==> src/rtl/vc_input_buffer_6vc.sv <==
// Receive-side input buffer for a 6-VC link: one-hot steered writes into six
// first-word-fall-through FIFOs, with per-VC head outputs and credit returns.
module vc_input_buffer_6vc #(
  parameter  int DEPTH = 4,
  parameter  int DW    = 32,
  localparam int PTR_W = $clog2(DEPTH)
) (
  input  logic          clk,
  input  logic          rst,
  input  logic [DW-1:0] data_in,
  input  logic          valid_in,
  input  logic [5:0]    vc_sel,
  output logic [DW-1:0] data_out_vc0,
  output logic [DW-1:0] data_out_vc1,
  output logic [DW-1:0] data_out_vc2,
  output logic [DW-1:0] data_out_vc3,
  output logic [DW-1:0] data_out_vc4,
  output logic [DW-1:0] data_out_vc5,
  output logic [5:0]    valid_out,
  input  logic [5:0]    read_in,
  output logic [5:0]    credit_out,
  output logic          err_sel,
  output logic          err_ovf
);

  localparam int             NVC  = 6;
  localparam logic [PTR_W:0] FULL = (PTR_W+1)'(DEPTH);

  logic [PTR_W-1:0] wr_ptr_q [NVC];
  logic [PTR_W-1:0] wr_ptr_d [NVC];
  logic [PTR_W-1:0] rd_ptr_q [NVC];
  logic [PTR_W-1:0] rd_ptr_d [NVC];
  logic [PTR_W:0]   count_q  [NVC];
  logic [PTR_W:0]   count_d  [NVC];
  logic [5:0]       credit_q, credit_d;
  logic             err_sel_q, err_sel_d;
  logic             err_ovf_q, err_ovf_d;
  logic [DW-1:0]    mem_q    [NVC][DEPTH];
  logic [DW-1:0]    head     [NVC];
  logic             sel_onehot;
  logic [5:0]       push_req, push, pop;

  assign sel_onehot = (vc_sel != '0) && ((vc_sel & (vc_sel - 6'd1)) == '0);

  // NOTE: every variable gets a default at the top of the block so no path
  // leaves one unassigned; otherwise synthesis infers a latch.
  always_comb begin
    push_req = '0;
    push     = '0;
    pop      = '0;
    for (int i = 0; i < NVC; i++) begin
      wr_ptr_d[i] = wr_ptr_q[i];
      rd_ptr_d[i] = rd_ptr_q[i];
      count_d[i]  = count_q[i];
      pop[i]      = read_in[i] && (count_q[i] != '0);
      push_req[i] = valid_in && sel_onehot && vc_sel[i];
      // A full VC still accepts a write when its head leaves on the same edge.
      push[i]     = push_req[i] && ((count_q[i] != FULL) || pop[i]);
      if (push[i]) wr_ptr_d[i] = wr_ptr_q[i] + PTR_W'(1);
      if (pop[i])  rd_ptr_d[i] = rd_ptr_q[i] + PTR_W'(1);
      if (push[i] && !pop[i])      count_d[i] = count_q[i] + (PTR_W+1)'(1);
      else if (!push[i] && pop[i]) count_d[i] = count_q[i] - (PTR_W+1)'(1);
    end
    credit_d  = pop;
    err_sel_d = err_sel_q | (valid_in & ~sel_onehot);
    err_ovf_d = err_ovf_q | (|(push_req & ~push));
  end

  // NOTE: state flops use non-blocking assignments so every flop samples the
  // pre-edge values regardless of statement order.
  always_ff @(posedge clk) begin
    if (rst) begin
      for (int i = 0; i < NVC; i++) begin
        wr_ptr_q[i] <= '0;
        rd_ptr_q[i] <= '0;
        count_q[i]  <= '0;
      end
      credit_q  <= '0;
      err_sel_q <= 1'b0;
      err_ovf_q <= 1'b0;
    end else begin
      for (int i = 0; i < NVC; i++) begin
        wr_ptr_q[i] <= wr_ptr_d[i];
        rd_ptr_q[i] <= rd_ptr_d[i];
        count_q[i]  <= count_d[i];
      end
      credit_q  <= credit_d;
      err_sel_q <= err_sel_d;
      err_ovf_q <= err_ovf_d;
    end
  end

  // NOTE: flit storage has no reset; emptiness is tracked by count_q alone,
  // so stale contents are never visible on the outputs.
  always_ff @(posedge clk) begin
    for (int i = 0; i < NVC; i++) begin
      if (push[i]) mem_q[i][wr_ptr_q[i]] <= data_in;
    end
  end

  always_comb begin
    valid_out = '0;
    for (int i = 0; i < NVC; i++) begin
      valid_out[i] = (count_q[i] != '0);
      head[i]      = valid_out[i] ? mem_q[i][rd_ptr_q[i]] : '0;
    end
  end

  assign data_out_vc0 = head[0];
  assign data_out_vc1 = head[1];
  assign data_out_vc2 = head[2];
  assign data_out_vc3 = head[3];
  assign data_out_vc4 = head[4];
  assign data_out_vc5 = head[5];
  assign credit_out   = credit_q;
  assign err_sel      = err_sel_q;
  assign err_ovf      = err_ovf_q;

endmodule

==> config.mk <==
export PLATFORM = sky130hd
export DESIGN_NAME = vc_input_buffer_6vc
export DESIGN_NICKNAME = d
export VERILOG_FILES = /design/src/rtl/vc_input_buffer_6vc.sv
export SDC_FILE = /design/constraint.sdc
export NUM_CORES = 1
export LEC_CHECK = 0
export CORE_ASPECT_RATIO = 1.5
export CORE_MARGIN = 1
export CORE_UTILIZATION = 55
export CTS_BUF_LIST = sky130_fd_sc_hd__clkbuf_8
export CTS_CLUSTER_DIAMETER = 150
export DETAILED_ROUTE_END_ITERATION = 10
export GPL_TIMING_DRIVEN = 0
export PLACE_DENSITY_LB_ADDON = 0.08
export REMOVE_ABC_BUFFERS = 1
export SYNTH_ARGS = -nofsm -noshare
export SYNTH_HDL_FRONTEND = slang
export SYNTH_SLANG_ARGS = --single-unit
==> constraint.sdc <==
create_clock -name clk -period 3.5 [get_ports clk]
set_input_delay 0.7 -clock clk [delete_from_list [all_inputs] [get_ports clk]]
set_output_delay 0.7 -clock clk [all_outputs]
set_load 0.05 [all_outputs]
==> key figures <==
Detailed routing
  – Final wirelength: 70200 µm
  – Residual DRC: 0
  – Iter 0 DRT Violations: 1191
  – DRT Pass-1 Iters: 5
  – Routed Antenna Nets: 0
  – Wire length per cell: 26.0 µm
  – Vias: 15.4k
  – Via density: 5.73

Yosys
  – Syn avg cell area: 20.8 µm²
  – Syn Inst Count: 1530
  – Number of enable flip-flop cells after synthesis: 768
  – Fraction of registers with async set/reset: 0
  – Share of the synthesized area in the top cell type: 0.725
  – Yosys synthesis warning count: 0
  – Yosys cell types: 41
  – Yosys top cell by area: edfxtp_1
  – Main synth FF type: edfxtp_1
  – Most frequent cell after synthesis: edfxtp_1
  – Synth top area cells: edfxtp_1 73%, mux4_2 14%, and2_1 4.2%, dfxtp_1 3.1%, ha_1 1.2%
  – Synthesized flop and latch total: 818
  – Cell area after synthesis: 31800 µm²
  – Sequential-to-total area share from yosys stat: 0.757
  – Post-synth top cells: 768 x edfxtp_1, 216 x and2_1, 192 x mux4_2, 58 x clkbuf_1, 50 x dfxtp_1

Layout
  – Fillers: 4045
  – Share of cells above drive strength 1: 0.210
  – Non-Filler Instances: 2695
  – Layout area overhead: 17.3%
  – Fin area: 37300 µm²
  – Fin nets: 1923

Critical path
  – Reg2Reg Capture Point: count_q[0][8]
  – Critical path origin: rd_ptr_q[4][1]
  – Cells on worst reg2reg path: 8
  – WP data arrival: 2710 ps
  – Critical path required time: 2800 ps
  – Crit path capture type: output port
  – WS Path Type: flop to output port
  – Startpoint types: flop
  – Worst r2r src: count_q[0][8]
  – Max FO, Critical Path: 33
  – Crit path to: data_out_vc4[16]
  – Flop-to-flop setup slack: 670 ps

Die
  – Initial Utilization: 0.558
  – Boundary pin count: 253
  – Die area: 58800 µm²
  – DIE HEIGHT: 297 µm
  – Rows: 107
  – Die width: 198 µm
  – Core region area: 57000 µm²

Global routing
  – Initial antenna violation count: 3
  – GRT overflow: 0
  – Largest net degree at the start of global routing: 50
  – Vias in the first global route: 15.7k
  – Total track usage: 0.246
  – First-pass GRT wire length: 101000 µm

Clock network
  – Latest clock arrival within the worst-skew pair: 710 ps
  – Clock root cell: clkbuf_8
  – CTS Sinks: 818
  – Clk buf depth: 3
  – # H-tree levels: 3
  – Clock-pin slew on the worst setup and hold paths: 60 ps
  – Cts bufs inserted: 112
  – CTS tree: yes

STA
  – Crit share post-route: 0.974
  – Crit path time final: 3410 ps
  – Final hold violation count: 0
  – Setup Skew: 18.4 ps
  – RSZ-0062 raised after global routing: yes
  – F_max: 293 MHz
  – Worst-Margin Slew: 1420 ps
  – Worst Setup Slack, final: 91.7 ps
  – Fin. max-slew vios: 0
  – Slew HR: 0.0511
  – Endpoints failing setup: 0

Worst hold path
  – Hold path depth: 2
  – Min-delay worst type: primary input to flop

Power
  – Worst VDD drop: 0.000836 V
  – PD cells: 780 nW/µm²
  – Clk pwr share: 0.227
  – Leak Pwr: 0.0128 µW
  – Flop pwr share: 0.385
  – Combinational power share: 0.388
  – P_int: 17600 µW
  – Switching share of power: 0.395
  – Sw power: 11500 µW

Place
  – I/O Buffers: 252
  – Placed Cells: 2473
  – DP Area: 35100 µm²
  – RD Place Congestion: 0.777
  – Detailed Place HPWL: 40800 µm
  – Dpl ws: -891 ps

Status
  – Status: finished clean

Job
  – Max_cap viols: 0
[timing repair]
action | CTS | global route
resized for setup | 150 | 22
setup buffers | 4 | 12
endpoints found under the hold margin | 0 | 0
setup endpoints to repair | 199 | 41
hold buffers | 0 | 0
[flip-flops by register name, summed over array words and instances (netlist names)]
register	cells
mem_q	768
credit_out	6
wr_ptr_q	12
err_sel	1
count_q	18
err_ovf	1
rd_ptr_q	12
[critical path, stage by stage (launching register included)]
cell	delay, ps
dfxtp_4	680
mux4_2	300
and2_1	190
clkdlybuf4s50_1	830
[per-layer routing]
metal	GRT usage	part of all wire	up-vias
met2	0.392	0.49	530
met3	0.0405	0.061	103
met5	0	0.00036	-
met4	0.0970	0.031	4
met1	0.343	0.41	8128
li1	-	-	6675
[how the worst min path moves through the flow]
| stage | endpoint | slack [ps] | startpoint |
|---|---|---|---|
| after floorplan | count_q[0][11] | 460 | count_q[0][11] |
| after global placement | count_q[0][17] | 470 | count_q[0][17] |
| after detailed placement | count_q[0][17] | 500 | count_q[0][17] |
| after CTS | credit_out[4] | 200 | rst |
| after global routing | credit_out[3] | 230 | rst |
| final | credit_out[4] | 270 | rst |
[kinds of logic after synthesis]
| family | count (synthesis) | synth area share |
|---|---|---|
| flip-flops | 818 | 0.757 |
| AO/OA/AOI/OAI | 23 | 0.00437 |
| AND/OR/NAND/NOR | 313 | 0.0593 |
| adder cells (fa/ha/maj) | 36 | 0.0156 |
| buffers and inverters | 103 | 0.0151 |
| XOR/XNOR | 32 | 0.00881 |
| multiplexers | 205 | 0.140 |
[power by group through the flow]
stage / Sequential [µW] / Clock (µW) / Combinational (µW)
after floorplan: 11600 / 0 / 7350
after global placement: 11700 / 0 / 11500
after detailed placement: 11500 / 0 / 11800
after CTS: 11200 / 6750 / 11300
after global routing: 11200 / 7150 / 11800
final: 11200 / 6610 / 11300
[metrics by stage]
step	util	hold WS, ps	total power (µW)	TNS, ps
2_1_floorplan	-	455	18900	0
3_3_place_gp	0.611	469	23100	-641230
3_5_place_dp	0.616	495	23300	-104830
4_1_cts	0.651	204	29300	-13.0
5_1_grt	0.654	230	30200	-6.51
6_report	0.654	266	29100	0
[area by class of cell]
cell class	count	area [µm²]	share of cell area
sequential	818	24100	0.646
multi-input combinational	609	7330	0.197
timing repair buffer	279	2820	0.0755
clock buffer	120	1650	0.0443
tap	763	955	0.0256
clock inverter	85	365	0.00979
inverter	20	75.1	0.00201
antenna	1	2.50	0.0000671
[layout by cell type, fill, tap and decap left out, drive strengths merged, types with 22 or more instances in the layout]
master         instances
clkbuf               120
and2                 216
dfxtp                 50
inv                   69
mux4                 192
clkinv                35
dlymetal6s2s          22
nor2                  45
dlygate4sd2          125
ha                    30
xor2                  26
edfxtp               768
clkdlybuf4s50        104
buf                   28
Power figures use the tool's default switching activity.
